File: src/rtl/led_button_ctrl.sv
// led_button_ctrl
//   Button-to-LED controller for the Go Board front panel. Each of the NUM_CH
//   channels synchronises and debounces a raw push-button. Its LED either
//   follows the debounced level (mode = 0) or flips on every press
//   (mode = 1). The debounced level and a one-cycle press strobe are also
//   exported for downstream logic.
//
//   Optional feature (compile-time macro LED_BUTTON_CTRL_BLINK_MODE_EN):
//   adds input blink_en and a shared blink phase. A channel in toggle mode
//   whose toggle state is on and whose blink_en is set shows the blink phase
//   instead of a steady on.
//
// Ports
//   clk         : system clock
//   rst         : asynchronous active-high reset
//   btn         : raw button levels (1 = pressed), asynchronous to clk
//   mode        : per-channel mode, 0 = follow, 1 = toggle
//   blink_en    : per-channel blink enable (only with the blink macro)
//   led         : registered LED drive (1 = on)
//   btn_state   : registered debounced button level
//   press_pulse : one-cycle strobe on each debounced rising edge
module led_button_ctrl #(
    parameter int NUM_CH            = 4,
    parameter int DEBOUNCE_CYCLES   = 250000,
    parameter int BLINK_HALF_PERIOD = 6250000
) (
    input  logic              clk,
    input  logic              rst,
    input  logic [NUM_CH-1:0] btn,
    input  logic [NUM_CH-1:0] mode,
`ifdef LED_BUTTON_CTRL_BLINK_MODE_EN
    input  logic [NUM_CH-1:0] blink_en,
`endif
    output logic [NUM_CH-1:0] led,
    output logic [NUM_CH-1:0] btn_state,
    output logic [NUM_CH-1:0] press_pulse
);

    localparam int              CNT_W   = $clog2(DEBOUNCE_CYCLES);
    localparam logic [CNT_W-1:0] CNT_MAX = CNT_W'(DEBOUNCE_CYCLES - 1);

    if (NUM_CH < 1 || NUM_CH > 32 || DEBOUNCE_CYCLES < 2 || BLINK_HALF_PERIOD < 1) begin : g_bad_params
        $error("led_button_ctrl: parameter out of range");
    end

    logic [NUM_CH-1:0] sync_p0;
    logic [NUM_CH-1:0] sync_p1;
    logic [CNT_W-1:0]  cnt [NUM_CH];
    logic [NUM_CH-1:0] toggle;
    logic [NUM_CH-1:0] on_level;

    // Stage 0/1: two-flop synchroniser on the asynchronous button inputs.
    always_ff @(posedge clk or posedge rst) begin
        if (rst) begin
            sync_p0 <= '0;
            sync_p1 <= '0;
        end else begin
            sync_p0 <= btn;
            sync_p1 <= sync_p0;
        end
    end

    // Stage 2: debounce. The counter only runs while the synchronised level
    // disagrees with the accepted level, so any glitch back restarts it.
    always_ff @(posedge clk or posedge rst) begin
        if (rst) begin
            for (int i = 0; i < NUM_CH; i++) begin
                cnt[i] <= '0;
            end
            btn_state   <= '0;
            press_pulse <= '0;
            toggle      <= '0;
        end else begin
            for (int i = 0; i < NUM_CH; i++) begin
                press_pulse[i] <= 1'b0;
                if (sync_p1[i] == btn_state[i]) begin
                    cnt[i] <= '0;
                end else if (cnt[i] != CNT_MAX) begin
                    cnt[i] <= cnt[i] + CNT_W'(1);
                end else begin
                    cnt[i]       <= '0;
                    btn_state[i] <= sync_p1[i];
                    if (sync_p1[i]) begin
                        press_pulse[i] <= 1'b1;
                        // Toggle state only advances on presses seen in toggle mode.
                        if (mode[i]) begin
                            toggle[i] <= ~toggle[i];
                        end
                    end
                end
            end
        end
    end

`ifdef LED_BUTTON_CTRL_BLINK_MODE_EN
    localparam int              PH_W   = (BLINK_HALF_PERIOD > 1) ? $clog2(BLINK_HALF_PERIOD) : 1;
    localparam logic [PH_W-1:0] PH_MAX = PH_W'(BLINK_HALF_PERIOD - 1);

    logic [PH_W-1:0] ph_cnt;
    logic            phase;

    // Shared free-running blink phase, flips every BLINK_HALF_PERIOD cycles.
    always_ff @(posedge clk or posedge rst) begin
        if (rst) begin
            ph_cnt <= '0;
            phase  <= 1'b0;
        end else if (ph_cnt == PH_MAX) begin
            ph_cnt <= '0;
            phase  <= ~phase;
        end else begin
            ph_cnt <= ph_cnt + PH_W'(1);
        end
    end

    // Blinking channels substitute the phase for a steady on.
    always_comb begin
        on_level = toggle & ~(blink_en & ~{NUM_CH{phase}});
    end
`else
    always_comb begin
        on_level = toggle;
    end
`endif

    // Stage 3: LED register, selected per channel by the current mode.
    always_ff @(posedge clk or posedge rst) begin
        if (rst) begin
            led <= '0;
        end else begin
            led <= (mode & on_level) | (~mode & btn_state);
        end
    end

endmodule

File: config.mk
export PLATFORM = sky130hd
export DESIGN_NAME = led_button_ctrl
export DESIGN_NICKNAME = d
export VERILOG_FILES = /design/src/rtl/led_button_ctrl.sv
export SDC_FILE = /design/constraint.sdc
export NUM_CORES = 1
export LEC_CHECK = 0
export CAP_MARGIN = 15
export CORE_UTILIZATION = 39
export CTS_CLUSTER_DIAMETER = 150
export DETAILED_ROUTE_END_ITERATION = 12
export SYNTH_ARGS = -nofsm -noshare
export SYNTH_HDL_FRONTEND = slang
export SYNTH_SLANG_ARGS = --single-unit
File: constraint.sdc
create_clock -name clk -period 7.4 [get_ports clk]
set_clock_uncertainty 0.05 [all_clocks]
set_input_delay 2.22 -clock clk [delete_from_list [all_inputs] [get_ports clk]]
set_output_delay 2.22 -clock clk [all_outputs]
set_load 0.02 [all_outputs]
# After elaboration in Yosys (flattened, before gate mapping)
# Cells that the tools add are included.
dict set report op_classes {
  addsub 4
  n_mul 0
  div_mod_pow 0
  order_cmp 0
  n_eq_ne 8
  n_shift 0
  n_mux 20
  bitwise 16
  reduce_logical 8
}
# operator count
set ops {}
lappend ops {{two-way mux 18 bit} 8}
lappend ops {{adder 18 x 1 -> 18 bit (second input constant)} 4}
lappend ops {{!= test 18 bit (second input constant)} 4}
lappend ops {{AND reduction 4 bit} 4}
lappend ops {{two-way mux 1 bit} 12}
lappend ops {{inverter 1 bit} 12}
lappend ops {{bitwise AND 4 bit} 2}
lappend ops {{AND reduction 2 bit} 4}
lappend ops {{equality test 1 bit} 4}
lappend ops {{inverter 4 bit} 1}
lappend ops {{bitwise OR 4 bit} 1}
dict set report word_totals {
  regBits 96
  latch_bits 0
  ram_bits 0
  romBits 0
  word_cells 72
  memories 0
}

# Depth between registers and ports, before layout
dict set report depth {
  depth_word 3
  ltp_mapped 6
}

# Worst setup path after synthesis
# Ideal clock, no wire load.
dict set report synth_path {
  path_kind {register to output}
  start {register btn_state[0]}
  end {output port btn_state[0]}
  arrival_ns 0.481
  t_required_ns 5.130
  slack_ns 4.649
  stages_incl_launch_ff 1
  path_buffers 0
  cell_sequence {dfrtp_1}
}
# element line_no
set synth_lines {}
lappend synth_lines {{start, declared} 35} ;# output logic [NUM_CH-1:0] btn_state,
lappend synth_lines {{start signal, assigned by index} 82} ;# btn_state[i] <= sync_p1[i];
# No word-level cell between the ends.

# Worst setup path after layout
dict set report layout_path {
  start {register btn_state[2]}
  end {output port btn_state[2]}
}
# No word-level cell between the ends.

==> impl_metrics.prom <==
# TYPE chip_impl_metric gauge
chip_impl_metric{name="first_global_vias",unit=""} 3013
chip_impl_metric{name="holdPathStages",unit=""} 0
chip_impl_metric{name="placement.setup.worst_slack",unit="ns"} 3.51
chip_impl_metric{name="die_width",unit="um"} 108
chip_impl_metric{name="finalCriticalPeriod",unit="ns"} 3.68
chip_impl_info{name="critPathKind",value="reg -> out"} 1
chip_impl_metric{name="yosys_register_bits",unit=""} 96
chip_impl_info{name="crit_path_start_kind",value="flop"} 1
chip_impl_info{name="timing.critical_path.cells",value="clkdlybuf4s50_1"} 1
chip_impl_metric{name="fmax",unit="GHz"} 0.272
chip_impl_metric{name="actual_slew_at_the_worst_max_slew_pin",unit="ns"} 0.793
chip_impl_metric{name="num_vias",unit=""} 3046
chip_impl_metric{name="cts.repair.resized",unit=""} 0
chip_impl_metric{name="cts-buffers-inserted",unit=""} 9
chip_impl_metric{name="drtPass1Iterations",unit=""} 4
chip_impl_metric{name="finalInstanceArea",unit="um^2"} 5070
chip_impl_metric{name="drtIter0Drc",unit=""} 72
chip_impl_metric{name="postCtsSetupRepairBufs",unit=""} 0
chip_impl_metric{name="sequential_area_share_after_synthesis",unit="%"} 54.6
chip_impl_metric{name="globalRoute.totalOverflow",unit=""} 0
chip_impl_metric{name="die_area",unit="um^2"} 11700
chip_impl_metric{name="timing.final.crit_share",unit="%"} 49.7
chip_impl_metric{name="first_pass_grt_wire_length",unit="um"} 14200
chip_impl_metric{name="dpl_cells",unit=""} 578
chip_impl_metric{name="place.gp.congestion",unit=""} 0.781
chip_impl_info{name="end_kind",value="output pin"} 1
chip_impl_metric{name="fin_tns_setup",unit="ns"} 0
chip_impl_info{name="hold_path_class",value="reg -> reg"} 1
chip_impl_info{name="top_cells_by_instance_count_after_synthesis",value="sky130_fd_sc_hd__dfrtp_1 (96), sky130_fd_sc_hd__nor2_1 (75), sky130_fd_sc_hd__xnor2_1 (50)"} 1
chip_impl_metric{name="cts_max_level",unit=""} 3
chip_impl_metric{name="syn_to_final_growth",unit="%"} 15.4
chip_impl_metric{name="global_route_usage_sum",unit="%"} 15.5
chip_impl_metric{name="die_y",unit="um"} 108
chip_impl_metric{name="ant_nets",unit=""} 0
chip_impl_metric{name="asyncSetResetFlopFracSynth",unit="%"} 100
chip_impl_info{name="critical_path.slowest_cell",value="sky130_fd_sc_hd__clkdlybuf4s50_1"} 1
chip_impl_metric{name="critPathArrivalTime",unit="ns"} 1.41
chip_impl_metric{name="placedInstanceArea",unit="um^2"} 4770
chip_impl_metric{name="synth_enable_flop_cells",unit=""} 0
chip_impl_metric{name="r2r.worst_path.cells",unit=""} 5
chip_impl_metric{name="p_leak",unit="nW"} 1.99
chip_impl_metric{name="insertedDiodeCount",unit=""} 0
chip_impl_metric{name="grt_start_max_net_pins",unit=""} 65
chip_impl_metric{name="timing_max_transition_violations_final",unit=""} 0
chip_impl_metric{name="timing.critical_path.depth",unit=""} 1
chip_impl_metric{name="instances_no_fill",unit=""} 594
chip_impl_metric{name="placeableCoreArea",unit="um^2"} 10900
chip_impl_info{name="cts_tree",value="done"} 1
chip_impl_metric{name="route.detailed.vias_per_inst",unit=""} 5.13
chip_impl_metric{name="maximum_number_of_buffers_from_clock_root_to_sink",unit=""} 2
chip_impl_info{name="synth.most_common_cell",value="sky130_fd_sc_hd__dfrtp_1"} 1
chip_impl_metric{name="antenna_violations_before_repair",unit=""} 0
chip_impl_metric{name="p_per_area",unit="nW/um^2"} 206
chip_impl_info{name="synth.largest_area_cell",value="sky130_fd_sc_hd__dfrtp_1"} 1
chip_impl_metric{name="cts.hold.buffers_added",unit=""} 0
chip_impl_metric{name="post_synth_instance_area",unit="um^2"} 4400
chip_impl_metric{name="ir_drop",unit="uV"} 91.5
chip_impl_metric{name="yosys.cell_types.count",unit=""} 35
chip_impl_info{name="grt_setup_unrepaired",value="false"} 1
chip_impl_info{name="run_status",value="complete, no violations"} 1
chip_impl_metric{name="min_setup_slack_post_route",unit="ns"} 3.72
chip_impl_metric{name="detailed_placement_hpwl",unit="um"} 5260
chip_impl_metric{name="placement.io_buffers",unit=""} 21
chip_impl_metric{name="routed_wl",unit="um"} 8080
chip_impl_info{name="cpLargestDelayFamily",value="buffers and inverters"} 1
chip_impl_metric{name="report.final.hold_viol_count",unit=""} 0
chip_impl_info{name="dominantRegCellSynth",value="sky130_fd_sc_hd__dfrtp_1"} 1
chip_impl_metric{name="max-slew-margin-rel",unit="%"} 47.2
chip_impl_metric{name="clkSlewWorstSetupHoldPaths",unit="ns"} 0.07
chip_impl_metric{name="syn_nets",unit=""} 434
chip_impl_metric{name="nNetsFinal",unit=""} 463
chip_impl_info{name="root_buffer",value="sky130_fd_sc_hd__clkbuf_16"} 1
chip_impl_metric{name="max_cap_viol_count",unit=""} 0
chip_impl_metric{name="setup_violations",unit=""} 0
chip_impl_metric{name="crit_fanout",unit=""} 6
chip_impl_metric{name="per_instance_average_area_after_synthesis",unit="um^2"} 10.5
chip_impl_info{name="synth.area.top_cells",value="sky130_fd_sc_hd__dfrtp_1 (55%), sky130_fd_sc_hd__xnor2_1 (10%), sky130_fd_sc_hd__nor2_1 (6.4%)"} 1
chip_impl_metric{name="insertion_delay",unit="ns"} 0.34
chip_impl_metric{name="worstPathRequired",unit="ns"} 5.13
chip_impl_metric{name="top_ports",unit=""} 22
chip_impl_metric{name="standard_cell_rows",unit=""} 38
chip_impl_metric{name="cts.sinks",unit=""} 96
chip_impl_metric{name="totalPowerFinal",unit="W"} 0.00105
chip_impl_metric{name="cp_slowest_stage_delay",unit="ns"} 0.64
chip_impl_metric{name="synthesis.yosys.warnings",unit=""} 0
chip_impl_metric{name="wire_per_inst",unit="um"} 13.6
chip_impl_metric{name="synth_largest_type_area_fraction",unit="%"} 54.6
chip_impl_metric{name="drc",unit=""} 0
chip_impl_metric{name="netlist_instances",unit=""} 420
chip_impl_metric{name="wp_buf_inv",unit=""} 1
chip_impl_metric{name="post_route_cells_drive_above_1_share",unit="%"} 8.15
chip_impl_metric{name="start_util",unit="%"} 40.2
-- where the power goes --
part	leakage [nW]	internal, W	switching (W)
Clock	0.145	0.000272	0.000202
Combinational	0.528	0.0000117	0.0000223
Sequential	1.31	0.000532	0.00000697
Total	1.99	0.000816	0.000231
-- cell families after synthesis --
group	synth area share (%)
compound gates	2.70
buf+inv	1.96
flops	54.6
simple gates	24.3
xor+xnor	12.7
mux	2.50
fa+ha+maj	1.14
-- final cells by class --
type | count | area, um^2
clock buffer | 10 | 239
clock inverter | 6 | 67.6
fill | 1060 | 5860
inverter | 16 | 62.6
multi-input combinational | 304 | 1910
sequential | 96 | 2400
tap | 140 | 175
timing repair buffer | 22 | 218
-- final timing paths --
path	startpoint	endpoint	slack, ns
setup / recovery	btn_state[2]	btn_state[2]	3.72
hold / removal	sync_p0[2]	sync_p1[2]	0.30
setup reg to reg	cnt[18]	cnt[29]	5.01
hold reg to reg	sync_p0[2]	sync_p1[2]	0.30
max in group asynchronous	rst	cnt[4]	3.97
min in group asynchronous	rst	press_pulse[1]	2.18
-- metrics by stage --
| step | hold WS [ns] | utilization, % |
|---|---|---|
| 3_5_place_dp | 0.288 | 43.6 |
| 6_report | 0.302 | 46.4 |
| 3_3_place_gp | 0.287 | 43.6 |
| 5_1_grt | 0.313 | 46.4 |
| 2_1_floorplan | 0.281 | - |
| 4_1_cts | 0.303 | 46.4 |
-- flip-flops by register name, indices dropped and copies added, names as in the netlist --
register / flops
cnt: 72
btn_state: 4
led: 4
on_level: 4
press_pulse: 4
sync_p0: 4
sync_p1: 4
-- layer usage --
metal	global-route usage [%]	vias up	wire, um
li1	-	1522	-
met1	20.4	1471	3960
met2	25.1	40	3750
met3	2.17	13	192
met4	7.83	0	174
met5	0	-	0
-- worst register-to-register path, delay by kind of cell, from the launching register on --
kind | cells | cell delay, ns
AO/OA/AOI/OAI | 1 | 0.56
adder cells (fa/ha/maj) | 1 | 0.20
flip-flops | 1 | 0.39
AND/OR/NAND/NOR | 3 | 1.04
-- layout by cell type, fill, tap and decap left out, drive strengths merged, types with 9 or more instances in the layout --
cell type / instances
dfrtp: 96
nor2: 75
xnor2: 50
nor4: 24
nand3: 24
clkdlybuf4s50: 21
nor3: 19
inv: 17
nand2: 16
nand4: 15
xor2: 14
clkbuf: 10
o21ai: 9
Power figures use the tool's default switching activity.
